[src/rtl/sram_arbiter.sv]
// Round-robin arbiter sharing one SRAM controller between two requesters.
// Ports: p0_*/p1_* requester command/grant/read-data, ctrl_* controller side, busy/owner status.
module sram_arbiter #(
  parameter int ADDR_BITS = 20,
  parameter int DATA_BITS = 16
) (
  input  logic                 clk,
  input  logic                 reset_n,
  input  logic                 p0_req,
  input  logic [ADDR_BITS-1:0] p0_addr,
  input  logic                 p0_write_enable,
  input  logic [DATA_BITS-1:0] p0_write_data,
  output logic                 p0_grant,
  output logic [DATA_BITS-1:0] p0_read_data,
  output logic                 p0_read_data_valid,
  input  logic                 p1_req,
  input  logic [ADDR_BITS-1:0] p1_addr,
  input  logic                 p1_write_enable,
  input  logic [DATA_BITS-1:0] p1_write_data,
  output logic                 p1_grant,
  output logic [DATA_BITS-1:0] p1_read_data,
  output logic                 p1_read_data_valid,
  output logic                 ctrl_req,
  input  logic                 ctrl_ready,
  output logic [ADDR_BITS-1:0] ctrl_addr,
  output logic                 ctrl_write_enable,
  output logic [DATA_BITS-1:0] ctrl_write_data,
  input  logic [DATA_BITS-1:0] ctrl_read_data,
  input  logic                 ctrl_read_data_valid,
  output logic                 busy,
  output logic                 owner
);

  typedef enum logic [1:0] {
    S_IDLE,
    S_ISSUE,
    S_BUSY
  } state_t;

  state_t state_q, state_d;

  logic                 last_q, last_d;
  logic                 owner_q, owner_d;
  logic [ADDR_BITS-1:0] addr_q, addr_d;
  logic                 we_q, we_d;
  logic [DATA_BITS-1:0] wdata_q, wdata_d;
  logic                 got_q, got_d;
  logic [DATA_BITS-1:0] rd0_q, rd0_d;
  logic [DATA_BITS-1:0] rd1_q, rd1_d;
  logic                 rv0_q, rv0_d;
  logic                 rv1_q, rv1_d;

  logic any_req;
  logic win;
  logic rd_hit;

  assign any_req = p0_req | p1_req;

  // On a tie the port that did not win last time goes next.
  assign win = (p0_req & p1_req) ? ~last_q : p1_req;

  // Read data only counts while a read is outstanding.
  assign rd_hit = (state_q == S_BUSY) & ctrl_read_data_valid & ~we_q;

  always_comb begin
    state_d = state_q;
    last_d  = last_q;
    owner_d = owner_q;
    addr_d  = addr_q;
    we_d    = we_q;
    wdata_d = wdata_q;
    got_d   = got_q;
    rd0_d   = rd0_q;
    rd1_d   = rd1_q;
    rv0_d   = 1'b0;
    rv1_d   = 1'b0;
    unique case (state_q)
      S_IDLE: begin
        if (ctrl_ready && any_req) begin
          state_d = S_ISSUE;
          owner_d = win;
          last_d  = win;
          addr_d  = win ? p1_addr : p0_addr;
          we_d    = win ? p1_write_enable : p0_write_enable;
          wdata_d = win ? p1_write_data : p0_write_data;
        end
      end
      S_ISSUE: begin
        state_d = S_BUSY;
        got_d   = 1'b0;
      end
      S_BUSY: begin
        if (rd_hit) begin
          got_d = 1'b1;
          if (owner_q) begin
            rd1_d = ctrl_read_data;
            rv1_d = 1'b1;
          end else begin
            rd0_d = ctrl_read_data;
            rv0_d = 1'b1;
          end
        end
        // Data may arrive in the same cycle ready returns.
        if (ctrl_ready && (we_q || got_q || rd_hit)) begin
          state_d = S_IDLE;
        end
      end
      default: state_d = S_IDLE;
    endcase
  end

  always_ff @(posedge clk or negedge reset_n) begin
    if (!reset_n) begin
      state_q <= S_IDLE;
      last_q  <= 1'b1;
      owner_q <= 1'b0;
      addr_q  <= '0;
      we_q    <= 1'b0;
      wdata_q <= '0;
      got_q   <= 1'b0;
      rd0_q   <= '0;
      rd1_q   <= '0;
      rv0_q   <= 1'b0;
      rv1_q   <= 1'b0;
    end else begin
      state_q <= state_d;
      last_q  <= last_d;
      owner_q <= owner_d;
      addr_q  <= addr_d;
      we_q    <= we_d;
      wdata_q <= wdata_d;
      got_q   <= got_d;
      rd0_q   <= rd0_d;
      rd1_q   <= rd1_d;
      rv0_q   <= rv0_d;
      rv1_q   <= rv1_d;
    end
  end

  assign ctrl_req           = (state_q == S_ISSUE);
  assign p0_grant           = ctrl_req & ~owner_q;
  assign p1_grant           = ctrl_req & owner_q;
  assign ctrl_addr          = addr_q;
  assign ctrl_write_enable  = we_q;
  assign ctrl_write_data    = wdata_q;
  assign p0_read_data       = rd0_q;
  assign p1_read_data       = rd1_q;
  assign p0_read_data_valid = rv0_q;
  assign p1_read_data_valid = rv1_q;
  assign busy               = (state_q != S_IDLE);
  assign owner              = owner_q;

endmodule

[config.mk]
export PLATFORM = sky130hd
export DESIGN_NAME = sram_arbiter
export DESIGN_NICKNAME = d
export VERILOG_FILES = /design/src/rtl/sram_arbiter.sv
export SDC_FILE = /design/constraint.sdc
export NUM_CORES = 1
export LEC_CHECK = 0
export CORE_MARGIN = 10
export CORE_UTILIZATION = 39
export CTS_BUF_LIST = sky130_fd_sc_hd__clkbuf_16
export DETAILED_ROUTE_END_ITERATION = 10
export GPL_TIMING_DRIVEN = 0
export PLACE_DENSITY = 0.82
export SYNTH_ARGS = -nofsm -noshare
export SYNTH_HDL_FRONTEND = slang
export SYNTH_SLANG_ARGS = --single-unit
[constraint.sdc]
create_clock -name clk -period 2 [get_ports clk]
set_clock_uncertainty 0.2 [all_clocks]
set_input_delay 0.4 -clock clk [delete_from_list [all_inputs] [get_ports clk]]
set_output_delay 0.4 -clock clk [all_outputs]
set_load 0.005 [all_outputs]
==> flow_metrics.tcl, run 1 <==
set metrics [dict create \
    row_count 33 \
    fin_util_pct 66.5 \
    area_growth_pct 66.8 \
    cp_max_fo 6 \
    fp.dieArea_mm2 0.0124 \
    pwr_density_cell_mw_per_mm2 1320 \
    vias 2658 \
    synth_ff_type "dfrtp_1" \
    syn_avg_cell_area_um2 14.4 \
    crit_buf_inv 1 \
    start_util_pct 39.9 \
    fmaxAchievable_ghz 0.518 \
    muxShareOfSynthArea_pct 12.1 \
    layout-drive-gt1-share_pct 25.5 \
    finalCriticalPeriod_ns 1.93 \
    cellLeakagePower_nw 2.23 \
    yosysSeqAreaShare_pct 58.4 \
    cts_sinks 76 \
    crit_required_ns 1.40 \
    dr.first_iter.drc_count 117 \
    finalMaxSlewViolations 0 \
    grt_pass1_wl_um 16000 \
    wl_per_cell_um 19.6 \
    hold_path.class "reg2reg" \
    hpwl_um 8020 \
    relSlewSlack_pct 69.6 \
    clockBufferDepth 2 \
    firstDrtPassIters 4 \
    max_stage_delay_ns 0.54 \
    synthesis.nets 322 \
    vias_per_cell 5.07 \
    drc 0 \
    root_buffer "clkbuf_16" \
    crit_chain "clkdlybuf4s50_1" \
    ir_drop_mv 0.649 \
    port_buffers 171 \
    setup_viol 0 \
    drtAntennaViolNets 0 \
    synthSimpleGateAreaFrac_pct 11.3 \
    synth_fa_ha_area_share_pct 0 \
    gr-total-overflow 0 \
    design.portCount 172 \
    finalWirelength_um 10300 \
    worst_path_max_delay_cell "clkdlybuf4s50_1" \
    endpoint_kind "output pin" \
    grt_max_degree 46 \
    synthArstFlopShare_pct 100 \
    hold_viol 0 \
    crit_family "buffers and inverters" \
    cts_buffers 9 \
    synth_warnings 0 \
    cts_tree "done" \
    fillers 600 \
    yosys.cell_types.count 31 \
    grt_usage_pct 16.1 \
    worstSetupPathType "reg2out" \
    clkTransAtPathRegs_ns 0.06 \
    worst_setup_path_start_kind "register" \
    cap_violations 0 \
    synth_xor_area_share_pct 0 \
    fin_nets 511 \
    core-area_mm2 0.00818 \
    crit_arrival_ns 1.33 \
    status "finished clean" \
    power.total_mw 7.17 \
    tightest_slew_ns 0.456 \
    synthCells 226 \
    yosys_register_bits 76 \
    rsz0062_at_grt "no" \
    tns_ns 0 \
    htree_num_levels 3 \
    synthesis.area_mm2 0.00326 \
    die_h_um 111 \
    diodes 0 \
    synth_top_family_by_area "compound AO/OA/AOI/OAI gates" \
    synth_edf_count 0 \
    die_width_um 111 \
    fin_crit_sh_pct 96.6 \
    antenna_found_initial 0 \
    synth_compound_area_share_pct 13.8 \
    clkLatencyLatePin_ns 0.32 \
    grt_pass1_vias 2867 \
    gp_congestion 0.781 \
]
==> cells by family after synthesis <==
kind of cell           after synthesis
multiplexers                        32
AND/OR/NAND/NOR                     54
flip-flops                          76
buffers and inverters               22
AO/OA/AOI/OAI                       42
==> through the flow <==
stage / cells / setup slack (ns) / instance area [µm²] / hold slack, ns
2_1_floorplan: 226 / 0.275 / 3260 / -0.0956
3_3_place_gp: 502 / -2.30 / 5100 / 0.273
5_1_grt: 524 / 0.00124 / 5440 / 0.294
3_5_place_dp: 503 / -0.389 / 5130 / 0.174
6_report: 524 / 0.0683 / 5440 / 0.290
4_1_cts: 524 / 0.0000846 / 5440 / 0.293
==> layout make-up <==
type / count / area, µm² / share of cell area [%]
Buffer: 19 / 133 / 2.44
Clock buffer: 9 / 225 / 4.14
Inverter: 3 / 11.3 / 0.207
Tap cell: 105 / 131 / 2.42
Clock inverter: 6 / 35.0 / 0.645
Multi-Input combinational cell: 128 / 1220 / 22.5
Timing Repair Buffer: 178 / 1770 / 32.6
Sequential cell: 76 / 1910 / 35.1
==> sequential cells by signal, summed over array words and instances, names as in the netlist, 2 cells and up <==
signal and count:
state_q 2, p0_read_data 16, ctrl_write_data 16, p1_read_data 16, ctrl_addr 20
==> power breakdown <==
group | internal [mW] | total, mW | switching, mW
registers | 2.24 | 2.67 | 0.424
clock network | 0.822 | 1.41 | 0.585
logic | 2.13 | 3.10 | 0.967
==> cell usage in the layout (no fill, tap or decap), types with 2 or more instances in the layout <==
cell,instances
clkbuf_16,9
buf_4,10
nand2_1,4
clkinv_4,2
buf_2,6
clkbuf_2,3
dfrtp_2,3
clkdlybuf4s50_1,165
clkbuf_1,5
mux2_2,14
o21ai_0,2
dfrtp_1,72
buf_6,3
inv_1,5
or3_1,37
clkinv_2,2
mux2_1,9
o221a_2,37
mux2_4,9
==> cells in the mapped netlist, types with 2 or more instances <==
cell / n / area share, %
mux2_1: 9 / 3.1
buf_2: 4 / 0.61
clkbuf_1: 7 / 0.81
buf_4: 4 / 0.92
o21ai_0: 2 / 0.31
or3_1: 37 / 7.1
mux2_2: 14 / 4.8
mux2_4: 9 / 4.1
inv_1: 3 / 0.35
nand2_1: 4 / 0.46
dfrtp_1: 75 / 58
o221a_2: 37 / 13
buf_6: 3 / 1.0
==> final timing paths <==
path / depth (start not counted) / endpoint / from / slack (ns)
setup / recovery: 1 / owner / owner / 0.07
min in group asynchronous: 2 / p1_read_data[10] / reset_n / 0.37
hold / removal: 1 / p1_read_data[12] / p1_read_data[12] / 0.29
hold reg to reg: 1 / p1_read_data[12] / p1_read_data[12] / 0.29
setup reg to reg: 6 / p0_read_data[9] / state_q[0] / 0.07
max in group asynchronous: 3 / state_q[1] / reset_n / 0.67
==> layer usage <==
layer	part of all wire [%]	track usage, %	vias up
li1	-	-	1247
met1	43	20.1	1280
met2	47	24.7	121
met3	8.9	5.85	10
met4	1.1	6.51	0
met5	0	0	-
==> timing repair <==
item	in CTS	in global routing
pin swaps	0	0
gates resized for setup	16	5
hold buffers	1	0
hold endpoints to repair	30	0
setup buffers	5	0
endpoints found under the setup margin	34	30
Power figures use the tool's default switching activity.
==> inputs of run 2 (changes only) <==
--- a/config.mk
+++ b/config.mk
@@ -11,6 +11,7 @@
 export DETAILED_ROUTE_END_ITERATION = 10
 export GPL_TIMING_DRIVEN = 0
 export PLACE_DENSITY = 0.82
+export SKIP_LAST_GASP = 1
 export SYNTH_ARGS = -nofsm -noshare
 export SYNTH_HDL_FRONTEND = slang
 export SYNTH_SLANG_ARGS = --single-unit
==> flow_metrics.tcl, run 2 (same netlist as run 1, synthesis figures left out) <==
set metrics [dict create \
    root_buffer "clkbuf_16" \
    fmaxAchievable_ghz 0.509 \
    hold_viol 0 \
    grt_max_degree 46 \
    core-area_mm2 0.00818 \
    dr.first_iter.drc_count 114 \
    clkTransAtPathRegs_ns 0.06 \
    diodes 0 \
    vias 2665 \
    drc 0 \
    start_util_pct 39.9 \
    fillers 604 \
    design.portCount 172 \
    fin_nets 511 \
    switchingPower_mw 1.98 \
    gr-total-overflow 0 \
    fp.dieArea_mm2 0.0124 \
    pwr-share-clk_pct 19.6 \
    intPower_mw 5.20 \
    rsz0062_at_grt "yes" \
    met2_usage_pct 24.9 \
    die_width_um 111 \
    hold_path.class "reg2reg" \
    grt_util_met1_pct 20.1 \
    wl_per_cell_um 19.7 \
    grt_usage_pct 16.1 \
    endpoint_kind "output pin" \
    seqPwrFrac_pct 37.2 \
    ir_drop_mv 0.648 \
    clockBufferDepth 2 \
    cp_max_fo 2 \
    grt_pass1_wl_um 16100 \
    cts_buffers 9 \
    gp_congestion 0.781 \
    grt.busiest_layer "met2" \
    fin_util_pct 66.5 \
    status "finished clean" \
    grt_use_met3_pct 5.85 \
    fin_crit_sh_pct 98.3 \
    crit_required_ns 1.40 \
    area_growth_pct 66.7 \
    antenna_found_initial 0 \
    cap_violations 0 \
    cts_tree "done" \
    row_count 33 \
    port_buffers 171 \
    cts_sinks 76 \
    htree_num_levels 3 \
    finalWirelength_um 10300 \
    firstDrtPassIters 4 \
    crit_arrival_ns 1.37 \
    layout_common_cells "clkdlybuf4s50_1 (165), dfrtp_1 (72), or3_1 (37), o221a_2 (37), mux2_2 (14)" \
    layout_commonest_cell "clkdlybuf4s50_1" \
    largest_reg_flops 20 \
    pwr_density_cell_mw_per_mm2 1320 \
    setup_viol 0 \
    pwr-share-comb_pct 43.2 \
    grt_pass1_vias 2873 \
    drtAntennaViolNets 0 \
    finalMaxSlewViolations 0 \
    die_h_um 111 \
    swShare_pct 27.6 \
    finalCriticalPeriod_ns 1.97 \
    relSlewSlack_pct 69.6 \
    cellLeakagePower_nw 2.23 \
    worstSetupPathType "reg2out" \
    vias_per_cell 5.09 \
    clkLatencyLatePin_ns 0.32 \
    fin_hold_ws_ns 0.290 \
    tightest_slew_ns 0.456 \
    worst_setup_path_start_kind "register" \
    hpwl_um 8020 \
    layout-drive-gt1-share_pct 25.3 \
]
## run 2: layer usage
metal / share of wire, % / up-vias / routed length, µm
met1: 43 / 1287 / 4460
met3: 8.9 / 10 / 918
li1: - / 1247 / -
met5: 0 / - / 0
met2: 47 / 121 / 4830
met4: 1.1 / 0 / 110
## run 2: path summary, 6_finish.rpt
path,from,end,slack [ns],cells after the start
min in group asynchronous,reset_n,p1_read_data[10],0.37,2
max in group asynchronous,reset_n,state_q[1],0.67,3
worst max register to register,state_q[0],p0_read_data[9],0.07,6
worst min-delay path,p1_read_data[12],p1_read_data[12],0.29,1
worst max-delay path,state_q[1],p0_grant,0.03,4
worst min register to register,p1_read_data[12],p1_read_data[12],0.29,1
## run 2: stage by stage
stage                     TNS [ns]  power [mW]  instances  cell area [µm²]  worst slack, ns
after floorplan                  0        3.81        226             3260            0.275
after global placement     -189.31        5.69        502             5100            -2.30
after detailed placement    -16.95        5.79        503             5130           -0.389
after CTS                  -0.0845        7.29        524             5440          -0.0842
after global routing       -0.0220        7.61        524             5430          -0.0220
final                            0        7.18        524             5430           0.0334
## run 2: power groups by stage
stage          sequential (mW)  combinational [mW]  clock (mW)
3_3_place_gp              2.67                3.02           0
6_report                  2.67                3.10        1.41
2_1_floorplan             2.69                1.12           0
4_1_cts                   2.67                3.16        1.45
5_1_grt                   2.76                3.33        1.52
3_5_place_dp              2.70                3.09           0
## run 2: worst max-delay path, cell delays in order (launching register included)
cell      delay, ns
dfrtp_2        0.40
or2b_1         0.26
buf_4          0.15
nor2_1         0.10
clkbuf_2       0.13
## run 2: layout make-up
cell class	instances	area [µm²]	share of cell area, %
flip-flops and latches	76	1910	35.1
plain buffers	19	133	2.44
clock buffers	9	225	4.15
repair buffers	178	1770	32.6
inverters	3	11.3	0.207
clock inverters	6	35.0	0.645
multi-input cells	128	1220	22.5
well taps	105	131	2.42
## run 2: timing repair
action | in CTS | in global routing
hold buffers | 1 | 0
buffers inserted | 5 | 0
hold endpoints to repair | 30 | 0
resized for setup | 11 | 8
setup endpoints to repair | 34 | 32
==> inputs of run 3 (changes only) <==
--- a/config.mk
+++ b/config.mk
@@ -12,6 +12,7 @@
 export GPL_TIMING_DRIVEN = 0
 export PLACE_DENSITY = 0.82
 export SKIP_LAST_GASP = 1
+export SLEW_MARGIN = 20
 export SYNTH_ARGS = -nofsm -noshare
 export SYNTH_HDL_FRONTEND = slang
 export SYNTH_SLANG_ARGS = --single-unit
==> results of run 3 <==
Final layout, timing and power as in run 2 (identical DEF).
